<file path="src/rtl/bin2bcd_pkg.sv">
// Shared definitions for the sequential double-dabble binary-to-BCD converter.
// Contents:
//   IDLE_ENC/SHIFT_ENC/DONE_ENC  state encodings, plus the state_t enum built from them
//   BCD_DIGIT_W                  bits per packed BCD digit
//   ADD3_THRESHOLD               digit value at and above which the +3 correction applies
//   clog2()                      width of the shift counter for a given word length
// Optional feature macro used by the files that import this package: BIN2BCD_SIGN_EN.
package bin2bcd_pkg;

  localparam logic [1:0] IDLE_ENC  = 2'd0;
  localparam logic [1:0] SHIFT_ENC = 2'd1;
  localparam logic [1:0] DONE_ENC  = 2'd2;

  typedef enum logic [1:0] {
    IDLE  = IDLE_ENC,
    SHIFT = SHIFT_ENC,
    DONE  = DONE_ENC
  } state_t;

  localparam int BCD_DIGIT_W = 4;

  localparam logic [BCD_DIGIT_W-1:0] ADD3_THRESHOLD = 4'd5;

  // Never returns less than 1 so a one-bit word still gets a real counter.
  function automatic int clog2(input int value);
    int result;
    result = 1;
    for (int i = 0; i < 31; i++) begin
      if ((1 << i) < value) begin
        result = i + 1;
      end
    end
    return result;
  endfunction

endpackage

</file>
<file path="src/rtl/bin2bcd_seq_converter_if.sv">
// Handshake/data bundle between a requester and bin2bcd_seq_converter.
// Signals:
//   start       requester -> converter  conversion request
//   Data_Input  requester -> converter  binary operand (two's complement with BIN2BCD_SIGN_EN)
//   busy        converter -> requester  conversion in progress
//   load        converter -> requester  one-cycle strobe, BCD_Output valid
//   BCD_Output  converter -> requester  packed BCD, digit 0 in bits [3:0]
//   sign        converter -> requester  result sign, present only with BIN2BCD_SIGN_EN
// Modports: master (requester side), slave (converter side).
interface bin2bcd_seq_converter_if #(
  parameter int WORD_LENGTH = 8,
  parameter int DIGITS      = 3
);
  import bin2bcd_pkg::*;

  logic                          start;
  logic [WORD_LENGTH-1:0]        Data_Input;
  logic                          busy;
  logic                          load;
  logic [BCD_DIGIT_W*DIGITS-1:0] BCD_Output;
`ifdef BIN2BCD_SIGN_EN
  logic                          sign;
`endif

`ifdef BIN2BCD_SIGN_EN
  modport master (output start, output Data_Input,
                  input busy, input load, input BCD_Output, input sign);
  modport slave  (input start, input Data_Input,
                  output busy, output load, output BCD_Output, output sign);
`else
  modport master (output start, output Data_Input,
                  input busy, input load, input BCD_Output);
  modport slave  (input start, input Data_Input,
                  output busy, output load, output BCD_Output);
`endif

endinterface

</file>
<file path="src/rtl/bcd_add3_digit.sv">
// One BCD digit's double-dabble correction: values of 5 or more get +3 so the
// following left shift carries correctly into the next decimal digit.
// Ports:
//   digit_in   in  4  digit before correction
//   digit_out  out 4  corrected digit (4-bit wrap, no carry out)
module bcd_add3_digit
  import bin2bcd_pkg::*;
(
  input  logic [BCD_DIGIT_W-1:0] digit_in,
  output logic [BCD_DIGIT_W-1:0] digit_out
);

  // Purely combinational; inputs only ever reach 9 so the 4-bit add cannot wrap.
  always_comb begin
    digit_out = digit_in;
    if (digit_in >= ADD3_THRESHOLD) begin
      digit_out = digit_in + 4'd3;
    end
  end

endmodule

</file>
<file path="src/rtl/bin2bcd_seq_converter.sv">
// Iterative shift-add-3 binary-to-BCD converter. One operand per accepted start,
// WORD_LENGTH shift cycles, then a single DONE cycle that publishes the result
// and raises the one-cycle load strobe for the downstream holding register.
// Ports:
//   clk    in  single clock, rising edge
//   reset  in  asynchronous, active-high
//   bus    bin2bcd_seq_converter_if.slave (start, Data_Input, busy, load, BCD_Output[, sign])
// Macro BIN2BCD_SIGN_EN: Data_Input is two's complement; its magnitude is converted
// and sign is published alongside BCD_Output.
module bin2bcd_seq_converter
  import bin2bcd_pkg::*;
#(
  parameter int WORD_LENGTH = 8,
  parameter int DIGITS      = 3
) (
  input  logic                          clk,
  input  logic                          reset,
  bin2bcd_seq_converter_if.slave        bus
);

  localparam int CW     = clog2(WORD_LENGTH);
  localparam int BCD_W  = BCD_DIGIT_W * DIGITS;

  state_t                 state;
  state_t                 next_state;
  logic [CW-1:0]          count;
  logic [WORD_LENGTH-1:0] bin;
  logic [BCD_W-1:0]       acc;
  logic [BCD_W-1:0]       acc_adj;
  logic [WORD_LENGTH-1:0] operand;
`ifdef BIN2BCD_SIGN_EN
  logic                   sign_pending;
`endif

  // Every digit is corrected in parallel before each shift.
  genvar g;
  generate
    for (g = 0; g < DIGITS; g++) begin : gen_add3
      bcd_add3_digit u_add3 (
        .digit_in  (acc[g*BCD_DIGIT_W +: BCD_DIGIT_W]),
        .digit_out (acc_adj[g*BCD_DIGIT_W +: BCD_DIGIT_W])
      );
    end
  endgenerate

  // Value loaded into the shift register; the most negative input negates to
  // itself, which read as unsigned is exactly its magnitude.
`ifdef BIN2BCD_SIGN_EN
  assign operand = bus.Data_Input[WORD_LENGTH-1] ? -bus.Data_Input : bus.Data_Input;
`else
  assign operand = bus.Data_Input;
`endif

  // State register.
  always_ff @(posedge clk or posedge reset) begin
    if (reset) begin
      state <= IDLE;
    end else begin
      state <= next_state;
    end
  end

  // Next-state logic: start only matters in IDLE, so requests during SHIFT or
  // DONE are dropped rather than queued.
  always_comb begin
    next_state = state;
    case (state)
      IDLE:    if (bus.start) next_state = SHIFT;
      SHIFT:   if (count == '0) next_state = DONE;
      DONE:    next_state = IDLE;
      default: next_state = IDLE;
    endcase
  end

  // Datapath and registered outputs. busy follows the upcoming state so it is
  // high exactly for the SHIFT cycles; BCD_Output only changes in DONE so it
  // never shows a partially converted value.
  always_ff @(posedge clk or posedge reset) begin
    if (reset) begin
      count          <= '0;
      bin            <= '0;
      acc            <= '0;
      bus.busy       <= 1'b0;
      bus.load       <= 1'b0;
      bus.BCD_Output <= '0;
`ifdef BIN2BCD_SIGN_EN
      sign_pending   <= 1'b0;
      bus.sign       <= 1'b0;
`endif
    end else begin
      bus.busy <= (next_state == SHIFT);
      bus.load <= (state == DONE);
      case (state)
        IDLE: begin
          if (bus.start) begin
            bin   <= operand;
            acc   <= '0;
            count <= CW'(WORD_LENGTH - 1);
`ifdef BIN2BCD_SIGN_EN
            sign_pending <= bus.Data_Input[WORD_LENGTH-1];
`endif
          end
        end
        SHIFT: begin
          acc   <= {acc_adj[BCD_W-2:0], bin[WORD_LENGTH-1]};
          bin   <= {bin[WORD_LENGTH-2:0], 1'b0};
          count <= count - 1'b1;
        end
        DONE: begin
          bus.BCD_Output <= acc;
`ifdef BIN2BCD_SIGN_EN
          bus.sign       <= sign_pending;
`endif
        end
        default: begin
        end
      endcase
    end
  end

endmodule

</file>
<file path="src/flat_wrapper.sv">
// flat-port wrapper written by rule: the top's interface ports become plain ports
module bin2bcd_seq_converter_flat import bin2bcd_pkg::*;
#(
  parameter int WORD_LENGTH = 8,
  parameter int DIGITS      = 3
)
  (clk, reset, bus_start, bus_Data_Input, bus_busy, bus_load, bus_BCD_Output);
  bin2bcd_seq_converter_if #(.WORD_LENGTH(WORD_LENGTH), .DIGITS(DIGITS)) bus_i ();
  input  logic clk;
  input  logic reset;
  input wire logic [$bits(bus_i.start)-1:0] bus_start;
  input wire logic [$bits(bus_i.Data_Input)-1:0] bus_Data_Input;
  output wire logic [$bits(bus_i.busy)-1:0] bus_busy;
  output wire logic [$bits(bus_i.load)-1:0] bus_load;
  output wire logic [$bits(bus_i.BCD_Output)-1:0] bus_BCD_Output;
  assign bus_i.start = bus_start;
  assign bus_i.Data_Input = bus_Data_Input;
  assign bus_busy = bus_i.busy;
  assign bus_load = bus_i.load;
  assign bus_BCD_Output = bus_i.BCD_Output;
  bin2bcd_seq_converter #(.WORD_LENGTH(WORD_LENGTH), .DIGITS(DIGITS)) u_core (.clk(clk), .reset(reset), .bus(bus_i));
endmodule
</file>
<file path="config.mk">
export PLATFORM = sky130hd
export DESIGN_NAME = bin2bcd_seq_converter_flat
export DESIGN_NICKNAME = d
export VERILOG_FILES = /design/src/rtl/bin2bcd_pkg.sv /design/src/rtl/bin2bcd_seq_converter_if.sv /design/src/rtl/bcd_add3_digit.sv /design/src/rtl/bin2bcd_seq_converter.sv /design/src/flat_wrapper.sv
export SDC_FILE = /design/constraint.sdc
export NUM_CORES = 1
export LEC_CHECK = 0
export BUFFER_PORTS_ARGS = -buffer_cell sky130_fd_sc_hd__buf_2
export CELL_PAD_IN_SITES_DETAIL_PLACEMENT = 0
export CELL_PAD_IN_SITES_GLOBAL_PLACEMENT = 1
export CORE_MARGIN = 4
export CORE_UTILIZATION = 38
export CTS_BUF_LIST = sky130_fd_sc_hd__clkbuf_16
export CTS_CLUSTER_SIZE = 40
export DETAILED_ROUTE_END_ITERATION = 8
export GPL_ROUTABILITY_DRIVEN = 0
export PLACE_DENSITY = 0.7
export SYNTH_ARGS = -nofsm -noshare
export SYNTH_HDL_FRONTEND = slang
export SYNTH_SLANG_ARGS = --single-unit
</file>
<file path="constraint.sdc">
create_clock -name clk -period 2.3 [get_ports clk]
set_input_delay 0.115 -clock clk [delete_from_list [all_inputs] [get_ports clk]]
set_output_delay 0.115 -clock clk [all_outputs]
set_load 0.02 [all_outputs]
</file>
---- Word level (Yosys, flattened, before mapping) ----
Index checks and enable logic that the tools add are counted.
storage, ports and cells
  ROM bits ................................ 0
  memories kept ........................... 0
  input port bits ......................... 11
  register bits ........................... 39
  logic and storage cells ................. 34
  bits in latches ......................... 0
  RAM bits ................................ 0
cells by class
  divide/modulo/power cells ............... 0
  bitwise operators ....................... 0
  reductions and logical operators ........ 4
  order comparisons ....................... 3
  muxes and demuxes ....................... 12
  equality and inequality tests ........... 4
  shifts and indexed selects .............. 0
  add/sub/neg operators ................... 4
  $mul .................................... 0
operators by type and width
  kind                 number
  $pmux 12 s2          1
  $pmux 8 s2           1
  $ge 4x3->1 const B   3
  $mux 12              1
  $add 4x2->4 const B  2
  $mux 4               2
  $mux 8               1
  $mux 3               2
  $pmux 3 s2           1
  $eq 2x1->1 const B   2
  $mux 2               2
  $pmux 2 s2           1
  $add 3x2->3 const B  1
  $logic_not 3->1      1
  $sub 3x1->3 const B  1
  $eq 2x2->1 const B   1
  $logic_not 2->1      1
  $ne 2x2->1 const B   1
  $reduce_and 2->1     1
  $reduce_bool 2->1    1

---- Depth between registers and ports, before layout ----
  depth in word-level cells ............... 4
  mapped depth ............................ 6

---- By module ----
From an unflattened synthesis, not the netlist that was laid out.
unflattened totals
  cell total of the unflattened synthesis .. 163
  area total of the unflattened synthesis .. 1895.6 um^2
by module, submodules not included
  module                 area an instance (um^2)  cells an instance  sequential area each (um^2)  instances
  bin2bcd_seq_converter  1591.5                   115                975.9                        1
  bcd_add3_digit         101.3                    16                 0.0                          3

---- Worst setup path before layout ----
OpenSTA, ideal clock, no wires.
  kind .................................... register -> register
  from .................................... reg u_core.acc[4]
  to ...................................... reg u_core.acc[6]
  cell stages (with the launch flop) ...... 7
  path slack .............................. 894 ps
  arrival time ............................ 1285 ps
  required time ........................... 2179 ps
  period minus slack after synthesis ...... 1406 ps
  library setup time ...................... 121 ps
  path through ............................ dfrtp_1 -> inv_1 -> ha_1 -> nand2b_1 -> a21oi_1 -> mux2i_1 -> a22o_1
between the ends
  longest elaborated chain between the ends .. 3
  elaborated cells between the ends (all ways) .. 4
  those cells by class .................... add/sub (1); order compare (1); mux (2)
RTL lines
  what                                       RTL line                                    text
  start, declared                            bin2bcd_seq_converter.sv:28                 logic [BCD_W-1:0] acc;
  start signal, assigned                     bin2bcd_seq_converter.sv:105                acc <= {acc_adj[BCD_W-2:0], bin[WORD_LENGTH-1]};
  $add 4x2->4 or $ge 4x3->1 (tied branches)  bcd_add3_digit.sv:17, bcd_add3_digit.sv:16
  $mux 4 (*)                                 bcd_add3_digit.sv:16                        if (digit_in >= ADD3_THRESHOLD) begin
  $pmux 12 s2 (*)                            bin2bcd_seq_converter.sv:93                 case (state)
Mark *: on every way between the ends. The rest lies on a longest branch, timed or not.
A chain may end at the register's enable or synchronous reset.

---- Worst setup path after layout ----
  from .................................... reg u_core.state[0]
  to ...................................... reg u_core.bus.BCD_Output[11]
between the ends
  longest elaborated chain between the ends .. 1
RTL lines
  what                    RTL line                        text
  start, declared         bin2bcd_seq_converter.sv:24     state_t state;
  start signal, assigned  bin2bcd_seq_converter.sv:59     state <= next_state;
  $eq 2x2->1              bin2bcd_seq_converter.sv:93
  end signal, assigned    bin2bcd_seq_converter.sv:85     bus.BCD_Output <= '0;
  end signal, assigned    bin2bcd_seq_converter.sv:110    bus.BCD_Output <= acc;
  end, declared           bin2bcd_seq_converter_if.sv:34  output busy, output load, output BCD_Output);
No other way between the ends.

==> results.sh <==
export IMPL_area_growth_pct=18.85
export IMPL_synth_top_area_share_pct=55.48
export IMPL_status="finished clean"
export IMPL_grt_pass1_wl_um=6244
export IMPL_finClkSkew_ns=0.005196
export IMPL_io_buffers=24
export IMPL_cts_made_buffers=5
export IMPL_synth_edf_count=0
export IMPL_hold_violations=0
export IMPL_synth_cell_types=27
export IMPL_antenna_found_initial=0
export IMPL_drive_gt1_share_pct=21.47
export IMPL_drv_cap=0
export IMPL_nets=209
export IMPL_first_global_vias=1353
export IMPL_rr_startpoint="u_core.state[0]"
export IMPL_whs_endpoint="u_core.bin[4]"
export IMPL_placed_area_sq_um=1917
export IMPL_cts_setup_buffers=0
export IMPL_ctsResizeCount=0
export IMPL_coreArea_sq_um=4414
export IMPL_grt_ovfl_total=0
export IMPL_ir_worst_vdd_uv=514.9
export IMPL_min_path_type="primary input to flop"
export IMPL_grtUsageTotal_pct=13.40
export IMPL_pre_cts_slack_ns=0.5518
export IMPL_drc_errors=0
export IMPL_vias=1259
export IMPL_synth_most_common_cell="dfrtp_1"
export IMPL_start_util_pct=39.85
export IMPL_power_density_nw_per_um2=1485
export IMPL_clk_path_buf_depth=2
export IMPL_syn_cell_area_sq_um=1759
export IMPL_final_setup_tns_ns=0
export IMPL_syn_avg_cell_area_sq_um=10.73
export IMPL_totalWireLength_um=3386
export IMPL_clock_fmax_mhz=586.0
export IMPL_grt_max_degree=40
export IMPL_ant_nets=0
export IMPL_setup_viol=0
export IMPL_r2r_end="u_core.bus.BCD_Output[11]"
export IMPL_cp_max_fo=19
export IMPL_ys_seq_area_share_pct=55.48
export IMPL_firstDrtPassIters=4
export IMPL_dieHeight_um=76.04
export IMPL_dieArea_sq_um=5782
export IMPL_clockRootBuffer="clkbuf_16"
export IMPL_n_antenna_cell=0
export IMPL_final_util_pct=47.36
export IMPL_synth_area_leaders="dfrtp_1, ha_1, nand2_1, mux2_2, a21oi_1"
export IMPL_ioPinCount=25
export IMPL_hold_start="bus_Data_Input[4]"
export IMPL_syn_instance_count=164
export IMPL_die_x_um=76.04
export IMPL_ys_warn_count=0
export IMPL_r2r_setup_slack_ns=0.59
export IMPL_core_rowCount=24
export IMPL_max_slew_worst_pin_slew_ns=0.7401
export IMPL_cp_required_ns=2.46
export IMPL_finalCritPeriodShare_pct=74.20
export IMPL_cp_arrival_ns=1.87
export IMPL_avgRoutedWirePerCell_um=13.93
export IMPL_first_iter_violations=91
export IMPL_p_leak_nw=1.042
export IMPL_async_flop_share_pct=100.0
export IMPL_startpoint_type="flop"
export IMPL_clock_sinks=39
export IMPL_crit_type="flop to flop"
export IMPL_finalInstanceArea_sq_um=2091
export IMPL_place_hpwl_um=2352
export IMPL_ys_ff_latch=39
export IMPL_whs_path_depth=3
export IMPL_synth_top_area_cell="dfrtp_1"
export IMPL_syn_num_nets=183
export IMPL_rsz0062_at_grt="no"
export IMPL_tritoncts="yes"
export IMPL_period_needed_ns=1.707
export IMPL_path_clk_slew_ns=0.05
export IMPL_crit_path_end_kind="flop"
export IMPL_insertion_delay_ns=0.28
export IMPL_via_per_inst=5.181
export IMPL_worst_slack_ns=0.5934
export IMPL_r2r_cells=2
export IMPL_slew_limit_headroom_pct=50.66
export IMPL_drv_slew=0
export IMPL_ys_top_cells_by_count="dfrtp_1, nand2_1, inv_1"
export IMPL_cts_max_level=2
export IMPL_ys_flop_type="dfrtp_1"
## kinds of logic (layout without fill, tap and decap cells)
family / count (synthesis) / count (layout) / share of synthesized area [%]
compound gates: 44 / 44 / 15.50
xor+xnor: 4 / 4 / 1.992
fa+ha+maj: 8 / 8 / 5.690
buf+inv: 20 / 47 / 4.978
flops: 39 / 39 / 55.48
mux: 9 / 9 / 5.547
simple gates: 40 / 40 / 10.81
## cell type report
cell class,count,area [sq um]
fill,424,2323
clock inverter,3,38.79
clock buffer,5,125.1
sequential,39,975.9
tap,52,65.06
timing repair buffer,27,145.1
inverter,12,45.04
multi-input combinational,105,695.7
## worst max path at each step
| stage | startpoint | endpoint | slack (ns) | cells after the start |
|---|---|---|---|---|
| CTS | u_core.state[0] | u_core.bus.BCD_Output[3] | 0.55 | 2 |
| finish | u_core.state[0] | u_core.bus.BCD_Output[11] | 0.59 | 2 |
| global route | u_core.state[0] | u_core.bus.BCD_Output[10] | 0.38 | 2 |
| floorplan | u_core.acc[4] | u_core.acc[6] | 0.89 | 6 |
| global placement | u_core.state[0] | u_core.bus.BCD_Output[11] | 0.63 | 2 |
| detailed placement | u_core.state[0] | u_core.bus.BCD_Output[3] | 0.55 | 2 |
## layer usage
layer,wire length [um],track usage (%),share of wire (%)
met1,1561,15.99,46
met5,0,0,0
met4,60,6.584,1.8
met2,1587,21.83,47
met3,177,4.019,5.2
## per-stage QoR
stage | cells | total power [mW] | hold slack [ns]
finish | 243 | 3.105 | 0.09010
global route | 243 | 3.383 | 0.09681
CTS | 243 | 3.151 | 0.08721
detailed placement | 234 | 2.375 | 0.2691
global placement | 234 | 2.315 | 0.2528
floorplan | 164 | 2.074 | 0.2650
## sequential cells by signal (all words and copies together) (netlist names)
signal                 count
u_core.bus.load            1
u_core.state               2
u_core.bus.busy            1
u_core.count               3
u_core.acc                12
u_core.bin                 8
u_core.bus.BCD_Output     12
## power by group
part           switching (mW)  internal [mW]
logic                   0.677          0.510
registers               0.183          0.972
clock network           0.259          0.505
## what timing repair did
item,4_1_cts,5_1_grt
endpoints found under the setup margin,0,0
endpoints found under the hold margin,39,0
hold buffers,1,0
## layout by cell type, fill, tap and decap left out, types with 4 or more instances in the layout
| cell | count |
|---|---|
| o22ai_1 | 4 |
| nor3b_1 | 4 |
| o21ai_1 | 8 |
| clkbuf_16 | 5 |
| inv_1 | 12 |
| dfrtp_1 | 39 |
| o21ai_0 | 6 |
| a21oi_1 | 10 |
| a31oi_1 | 4 |
| nor2_1 | 6 |
| nand2b_1 | 5 |
| mux2_2 | 6 |
| ha_1 | 8 |
| buf_2 | 24 |
| nand2_1 | 21 |
## critical path: stages (launching register included)
cell,delay (ns)
dfrtp_1,0.53
nand2b_1,0.64
mux2_2,0.41
Power figures use the tool's default switching activity.
